<file path="src/rtl/frame_reader.sv">
// Streams a stored 16-bit frame out of memory as high/low byte pairs over a
// valid/ready byte link, one outstanding memory read at a time.
module frame_reader #(
    parameter int H_RES  = 640,
    parameter int V_RES  = 480,
    parameter int RD_LAT = 2
) (
    input  logic        iCLK,
    input  logic        iRST_N,
    input  logic        iStart,
    output logic [19:0] oMemAddr,
    output logic        oMemRE,
    input  logic [15:0] iMemData,
    output logic [7:0]  oTxData,
    output logic        oTxValid,
    input  logic        iTxReady,
    output logic        oBusy,
    output logic        oDone
);
    localparam logic [19:0] LAST_ADDR = 20'(H_RES * V_RES - 1);
    localparam int          LW        = $clog2(RD_LAT + 1);
    localparam logic [LW-1:0] LAT_MAX = LW'(RD_LAT);

    typedef enum logic [2:0] {
        IDLE,
        READ,
        SEND_HI,
        SEND_LO,
        DONE
    } state_t;

    state_t        state_q, state_d;
    logic [19:0]   addr_q, addr_d;
    logic          re_q, re_d;
    logic [7:0]    txd_q, txd_d;
    logic          txv_q, txv_d;
    logic          busy_q, busy_d;
    logic          done_q, done_d;
    logic [7:0]    lo_q, lo_d;
    logic [LW-1:0] lat_q, lat_d;
    logic          start_prev_q, start_prev_d;
    logic          start;

    assign start = iStart & ~start_prev_q;

    always_ff @(posedge iCLK) begin
        if (!iRST_N) begin
            state_q      <= IDLE;
            addr_q       <= '0;
            re_q         <= 1'b0;
            txd_q        <= '0;
            txv_q        <= 1'b0;
            busy_q       <= 1'b0;
            done_q       <= 1'b0;
            lo_q         <= '0;
            lat_q        <= '0;
            start_prev_q <= 1'b0;
        end else begin
            state_q      <= state_d;
            addr_q       <= addr_d;
            re_q         <= re_d;
            txd_q        <= txd_d;
            txv_q        <= txv_d;
            busy_q       <= busy_d;
            done_q       <= done_d;
            lo_q         <= lo_d;
            lat_q        <= lat_d;
            start_prev_q <= start_prev_d;
        end
    end

    always_comb begin
        state_d      = state_q;
        addr_d       = addr_q;
        re_d         = 1'b0;
        txd_d        = txd_q;
        txv_d        = txv_q;
        busy_d       = busy_q;
        done_d       = done_q;
        lo_d         = lo_q;
        lat_d        = lat_q;
        start_prev_d = iStart;

        case (state_q)
            IDLE, DONE: begin
                if (start) begin
                    state_d = READ;
                    addr_d  = '0;
                    re_d    = 1'b1;
                    busy_d  = 1'b1;
                    done_d  = 1'b0;
                    lat_d   = LW'(1);
                end
            end
            READ: begin
                // lat_q counts edges since the read enable was registered
                if (lat_q == LAT_MAX) begin
                    lo_d    = iMemData[7:0];
                    txd_d   = iMemData[15:8];
                    txv_d   = 1'b1;
                    state_d = SEND_HI;
                end else begin
                    lat_d = lat_q + LW'(1);
                end
            end
            SEND_HI: begin
                if (iTxReady) begin
                    txd_d   = lo_q;
                    state_d = SEND_LO;
                end
            end
            SEND_LO: begin
                if (iTxReady) begin
                    txv_d = 1'b0;
                    if (addr_q == LAST_ADDR) begin
                        busy_d  = 1'b0;
                        done_d  = 1'b1;
                        state_d = DONE;
                    end else begin
                        addr_d  = addr_q + 20'd1;
                        re_d    = 1'b1;
                        lat_d   = LW'(1);
                        state_d = READ;
                    end
                end
            end
            default: state_d = IDLE;
        endcase
    end

    assign oMemAddr = addr_q;
    assign oMemRE   = re_q;
    assign oTxData  = txd_q;
    assign oTxValid = txv_q;
    assign oBusy    = busy_q;
    assign oDone    = done_q;
endmodule

</file>
<file path="config.mk">
export PLATFORM = sky130hd
export DESIGN_NAME = frame_reader
export DESIGN_NICKNAME = d
export VERILOG_FILES = /design/src/rtl/frame_reader.sv
export SDC_FILE = /design/constraint.sdc
export NUM_CORES = 1
export LEC_CHECK = 0
export BUFFER_PORTS_ARGS = -buffer_cell sky130_fd_sc_hd__buf_2
export CAP_MARGIN = 40
export CORE_AREA = 2 2 56 85
export CTS_CLUSTER_DIAMETER = 200
export CTS_CLUSTER_SIZE = 16
export DETAILED_ROUTE_END_ITERATION = 10
export DIE_AREA = 0 0 58 87
export MAX_ROUTING_LAYER = met4
export PLACE_DENSITY = 0.75
export SKIP_LAST_GASP = 1
export SLEW_MARGIN = 15
export SYNTH_ARGS = -nofsm -noshare
export SYNTH_HDL_FRONTEND = slang
export SYNTH_SLANG_ARGS = --single-unit
export TNS_END_PERCENT = 10
</file>
<file path="constraint.sdc">
create_clock -name iCLK -period 2.3 [get_ports iCLK]
set_clock_uncertainty 0.15 [all_clocks]
set_input_delay 0.115 -clock iCLK [delete_from_list [all_inputs] [get_ports iCLK]]
set_output_delay 0.115 -clock iCLK [all_outputs]
set_load 0.1 [all_outputs]
</file>
Word-level counts from Yosys, hierarchy flattened:

Index checks and enable logic that the tools add are counted.

* bitwise gates (word level): 2
* order comparisons: 0
* add/subtract/negate cells: 2
* divide/modulo/power cells: 0
* eq/ne operators: 13
* multipliers: 0
* shifts and indexed selects: 0
* multiplexer cells: 33
* reduce and logical (&&, ||, !) cells: 13

Operator list (number)
* 20-bit 2-to-1 mux: 3
* 20-bit case mux with 2 select lines: 1
* 20-bit by 1-bit adder with 20-bit output, second input constant: 1
* 20-bit by 19-bit equality test with 1-bit output, second input constant: 1
* 8-bit 2-to-1 mux: 2
* 8-bit case mux with 2 select lines: 1
* 3-bit 2-to-1 mux: 5
* 2-bit inequality test, second input constant: 7
* 3-bit case mux with 4 select lines: 1
* 4-bit AND reduction: 3
* 1-bit 2-to-1 mux: 11
* 2-bit 2-to-1 mux: 4
* 1-bit case mux with 2 select lines: 4
* 3-bit by 2-bit equality test with 1-bit output, second input constant: 2
* 2-bit case mux with 3 select lines: 1
* 3-bit AND reduction: 2
* 2-bit nonzero test: 3
* 5-bit AND reduction: 1
* 3-bit by 1-bit equality test with 1-bit output, second input constant: 1
* 3-bit equality test, second input constant: 1
* 3-bit logical NOT: 1
* 3-bit nonzero test: 1
* 2-bit by 1-bit adder with 2-bit output, second input constant: 1
* 2-bit equality test, second input constant: 1
* other kinds (4): 4

* memories: 0
* RAM bits: 0
* memory bits (read-only): 0
* latch bits: 0
* flip-flop bits (word level): 46
* input bits: 20

Logic depth before layout (Yosys ltp):

* depth after elaboration: 4
* depth in mapped cells: 8
* depth with buffers taken out: 7

Least setup slack after synthesis:

Ideal clock, no wire load.

* path type: reg-to-reg
* from: register addr_q[0], in the netlist oMemAddr[0]
* to: register addr_q[4], in the netlist oMemAddr[4]
* setup slack: -0.645 ns
* period minus slack after synthesis: 2.945 ns
* path buffers: 2
* library setup time: 0.063 ns
* cell stages (with the launch flop): 9
* arrival: 2.732 ns
* cells stage by stage: dfxtp_1 ha_1 nand3_1 or3_1 buf_2 o31ai_4 buf_4 o2111ai_1 nand2_1

* word-level cells in the longest chain between the ends: 4

Ends and longest elaborated chain
* start, declared: line 33 `logic [19:0] addr_q, addr_d;`
* start signal, assigned: line 60 `addr_q <= addr_d;`
* 20-bit by 1-bit adder with 20-bit output: line 120 `addr_d = addr_q + 20'd1;`
* 20-bit 2-to-1 mux: line 115 `if (addr_q == LAST_ADDR) begin`
* 20-bit 2-to-1 mux: line 113 `if (iTxReady) begin`
* 20-bit case mux with 2 select lines: line 84 `case (state_q)`

Parallel ways exist; a longest one is shown, timed or not. The select of a mux whose other input is x is not followed.
A chain may end at the register's enable or synchronous reset.

Final worst setup path:

* from: input port iStart
* to: register addr_q[19], in the netlist oMemAddr[19]

* word-level cells in the longest chain between the ends: 3

Ends and longest elaborated chain
* start, declared: line 10 `input logic iStart,`
* 1-bit bitwise AND: line 44 `assign start = iStart & ~start_prev_q;`
* 2-bit inequality test (no line)
* 4-bit AND reduction (no line)

No other way between the ends.

==> impl_metrics.yaml <==
floorplanning:
  dieArea_um2: 5050
  rows: 30
  core_area_um2: 4350
  start_util_pct: 50.7
  io_pins: 52
  die_h_um: 87
  die_width_um: 58
cells_and_area:
  antennaDiodeCount: 0
  area.growth.synth_to_final_pct: 30.4
  finalNetCount: 355
  fin_area_um2: 2880
  layout-drive-gt1-share_pct: 31.7
  finalNonFillerCells: 382
clocking:
  cts-htree-levels: 2
  cts-root-buf: "clkbuf_8"
  cts_tree: "built"
  clockBufferDepth: 2
  clkLatencyLatePin_ns: 0.30
  cts_buffers: 5
  clk_pin_slew_ns: 0.09
  cts.sinks: 46
worst_hold_path:
  hp-start: "iMemData[10]"
  hold_depth: 3
  hold_end: "oTxData[2]$_SDFFE_PN0P_"
  hold_class: "in2reg"
yosys:
  synth_top_cell_area_share_pct: 41.7
  synth_top_cell_by_area: "dfxtp_1"
  synthArstFlopShare_pct: 0
  ys_top_cells_by_count: "46 x dfxtp_1, 34 x nand2_1, 28 x nor2_1"
  synth_nets: 284
  synth_area_leaders: "dfxtp_1 42%, nand2_1 5.8%, a21oi_1 5.7%, nor2_1 4.8%, mux2i_1 4.5%"
  synth_seq_cells: 46
  synth.cell_area_um2: 2210
  syn_area_per_cell_um2: 8.42
  synth.yosys.seq_area_share_pct: 41.7
  synth_edf_count: 0
  synthFlopType: "dfxtp_1"
  synth-warning-count: 0
  synth.most_common_cell: "dfxtp_1"
  synth.distinct_cells: 53
  synthCells: 262
drt:
  wl_per_cell_um: 16.1
  first_pass_iters: 4
  viasPerCell: 6.01
  first_iter_violations: 148
  drc: 0
  wirelength_mm: 6.15
  vias: 2296
  postRouteAntennaNets: 0
placement:
  dp_cells: 361
  pre_cts_ws_ns: 0.0483
  gp_congestion: 0.911
  dp_hpwl_mm: 4.37
  portBuffers: 51
  postPlaceCellArea_um2: 2620
global_routing:
  grt_max_degree: 21
  grt_antenna_before_repair: 0
  grt_pass1_wl_mm: 10.2
  grtUsageTotal_pct: 26.7
  overflow: 0
  grt_pass1_vias: 2321
run_status:
  outcome: "finished, violations left"
  failed_checks: "hold timing"
pwr:
  ir_worst_vdd_uv: 946
  power.density_nw_per_um2: 937
  fin_total_pwr_mw: 2.70
  leakage_nw: 1.19
sta:
  worst_pin_slew_ns: 0.707
  finalHoldViolCount: 1
  whs_ns: -0.000384
  max_freq_ghz: 0.444
  slew_headroom_pct: 52.9
  slew_viol_final: 0
  rsz0062_at_grt: "true"
  setup_slack_ns: 0.0484
  setup_viol: 0
  final_period_minus_worst_setup_slack_ns: 2.25
  period_share_pct: 97.9
setup_path:
  r2r_end: "oMemAddr[19]$_SDFFE_PN0P_"
  reg2reg_depth: 6
  reg2reg_slack_ns: 0.06
  worst_ep_arrival_time_ns: 2.34
  critPathCaptureType: "register"
  worstSetupPathType: "in2reg"
  critPathLaunchType: "primary input"
  regToRegStartpoint: "state_q[0]$_SDFFE_PN0P_"
  cp.required_ns: 2.39
  path_max_fanout: 13
flow_run:
  maxCapViolCount: 0
-- routing by layer --
layer / track usage (%) / up-vias / routed length [um]
met5: - / - / 0
met4: 15.4 / 0 / 226
met3: 4.61 / 22 / 249
met2: 47.6 / 74 / 3360
met1: 26.7 / 1092 / 2310
li1: - / 1108 / -
-- worst max-delay path, cell delays in order --
cell and delay (ns):
dlygate4sd3_1 0.53, buf_2 0.12, or4b_1 0.47, nand2_1 0.21, o31ai_4 0.11, buf_12 0.16, or4_1 0.49, a21oi_1 0.14
-- through the flow --
step,utilization [%],hold slack [ns],TNS [ns]
5_1_grt,66.1,0.0213,-0.139
3_5_place_dp,60.2,0.212,0
4_1_cts,64.9,0.00432,0
2_1_floorplan,-,0.0867,-0.284
3_3_place_gp,60.2,0.205,0
6_report,66.1,-0.000384,0
-- final cells by class --
| class | count | area, um^2 |
|---|---|---|
| repair buffers | 79 | 518 |
| well taps | 48 | 60.1 |
| fillers | 366 | 1480 |
| multi-input cells | 197 | 1230 |
| clock inverters | 2 | 11.3 |
| inverters | 4 | 15.0 |
| flip-flops and latches | 46 | 965 |
| clock buffers | 6 | 82.6 |
-- sequential cells by signal, indices dropped and copies added, names as in the netlist --
signal	cells
state_q	3
oDone	1
start_prev_q	1
lat_q	2
oBusy	1
oMemAddr	20
oTxData	8
oTxValid	1
lo_q	8
oMemRE	1
-- worst max-delay path by stage --
| stage | from | to | slack, ns | cells after the start |
|---|---|---|---|---|
| after floorplan | oMemAddr[12]$_SDFFE_PN0P_ | oMemAddr[19]$_SDFFE_PN0P_ | -0.10 | 6 |
| after global placement | oMemAddr[0]$_SDFFE_PN0P_ | oMemAddr[5]$_SDFFE_PN0P_ | 0.09 | 6 |
| after detailed placement | oMemAddr[0]$_SDFFE_PN0P_ | oMemAddr[5]$_SDFFE_PN0P_ | 0.05 | 6 |
| after CTS | oMemAddr[0]$_SDFFE_PN0P_ | oMemAddr[5]$_SDFFE_PN0P_ | 0.01 | 6 |
| after global routing | iStart | oMemAddr[19]$_SDFFE_PN0P_ | -0.1 | 8 |
| final | iStart | oMemAddr[19]$_SDFFE_PN0P_ | 0.05 | 8 |
-- layout by cell type (no fill, tap or decap), types with 9 or more instances in the layout --
cell and instances:
a211oi_1 9, a21oi_1 25, buf_2 51, buf_4 15
dfxtp_1 27, dfxtp_2 11, dlygate4sd3_1 11, mux2i_1 10
nand2_1 34, nor2_1 28, o21ai_0 14
-- logic make-up (layout without fill, tap and decap cells) --
kind of cell	count (synthesis)	in the layout	share of synthesized area [%]
AO/OA/AOI/OAI	79	79	24.0
AND/OR/NAND/NOR	106	106	24.8
multiplexers	10	10	4.54
adder cells (fa/ha/maj)	2	2	1.13
buffers and inverters	19	91	3.85
flip-flops	46	46	41.7
-- where the power goes --
group / switching [mW] / leakage, nW / internal [mW]
sequential: 0.0455 / 0.386 / 0.872
combinational: 0.860 / 0.748 / 0.397
clock: 0.280 / 0.0515 / 0.243
-- timing repair --
action,4_1_cts,5_1_grt
endpoints found under the setup margin,0,21
hold buffers,11,0
gates resized for setup,0,2
endpoints found under the hold margin,11,0
setup buffers,0,2
No activity file was read; power rests on OpenSTA's default activity.
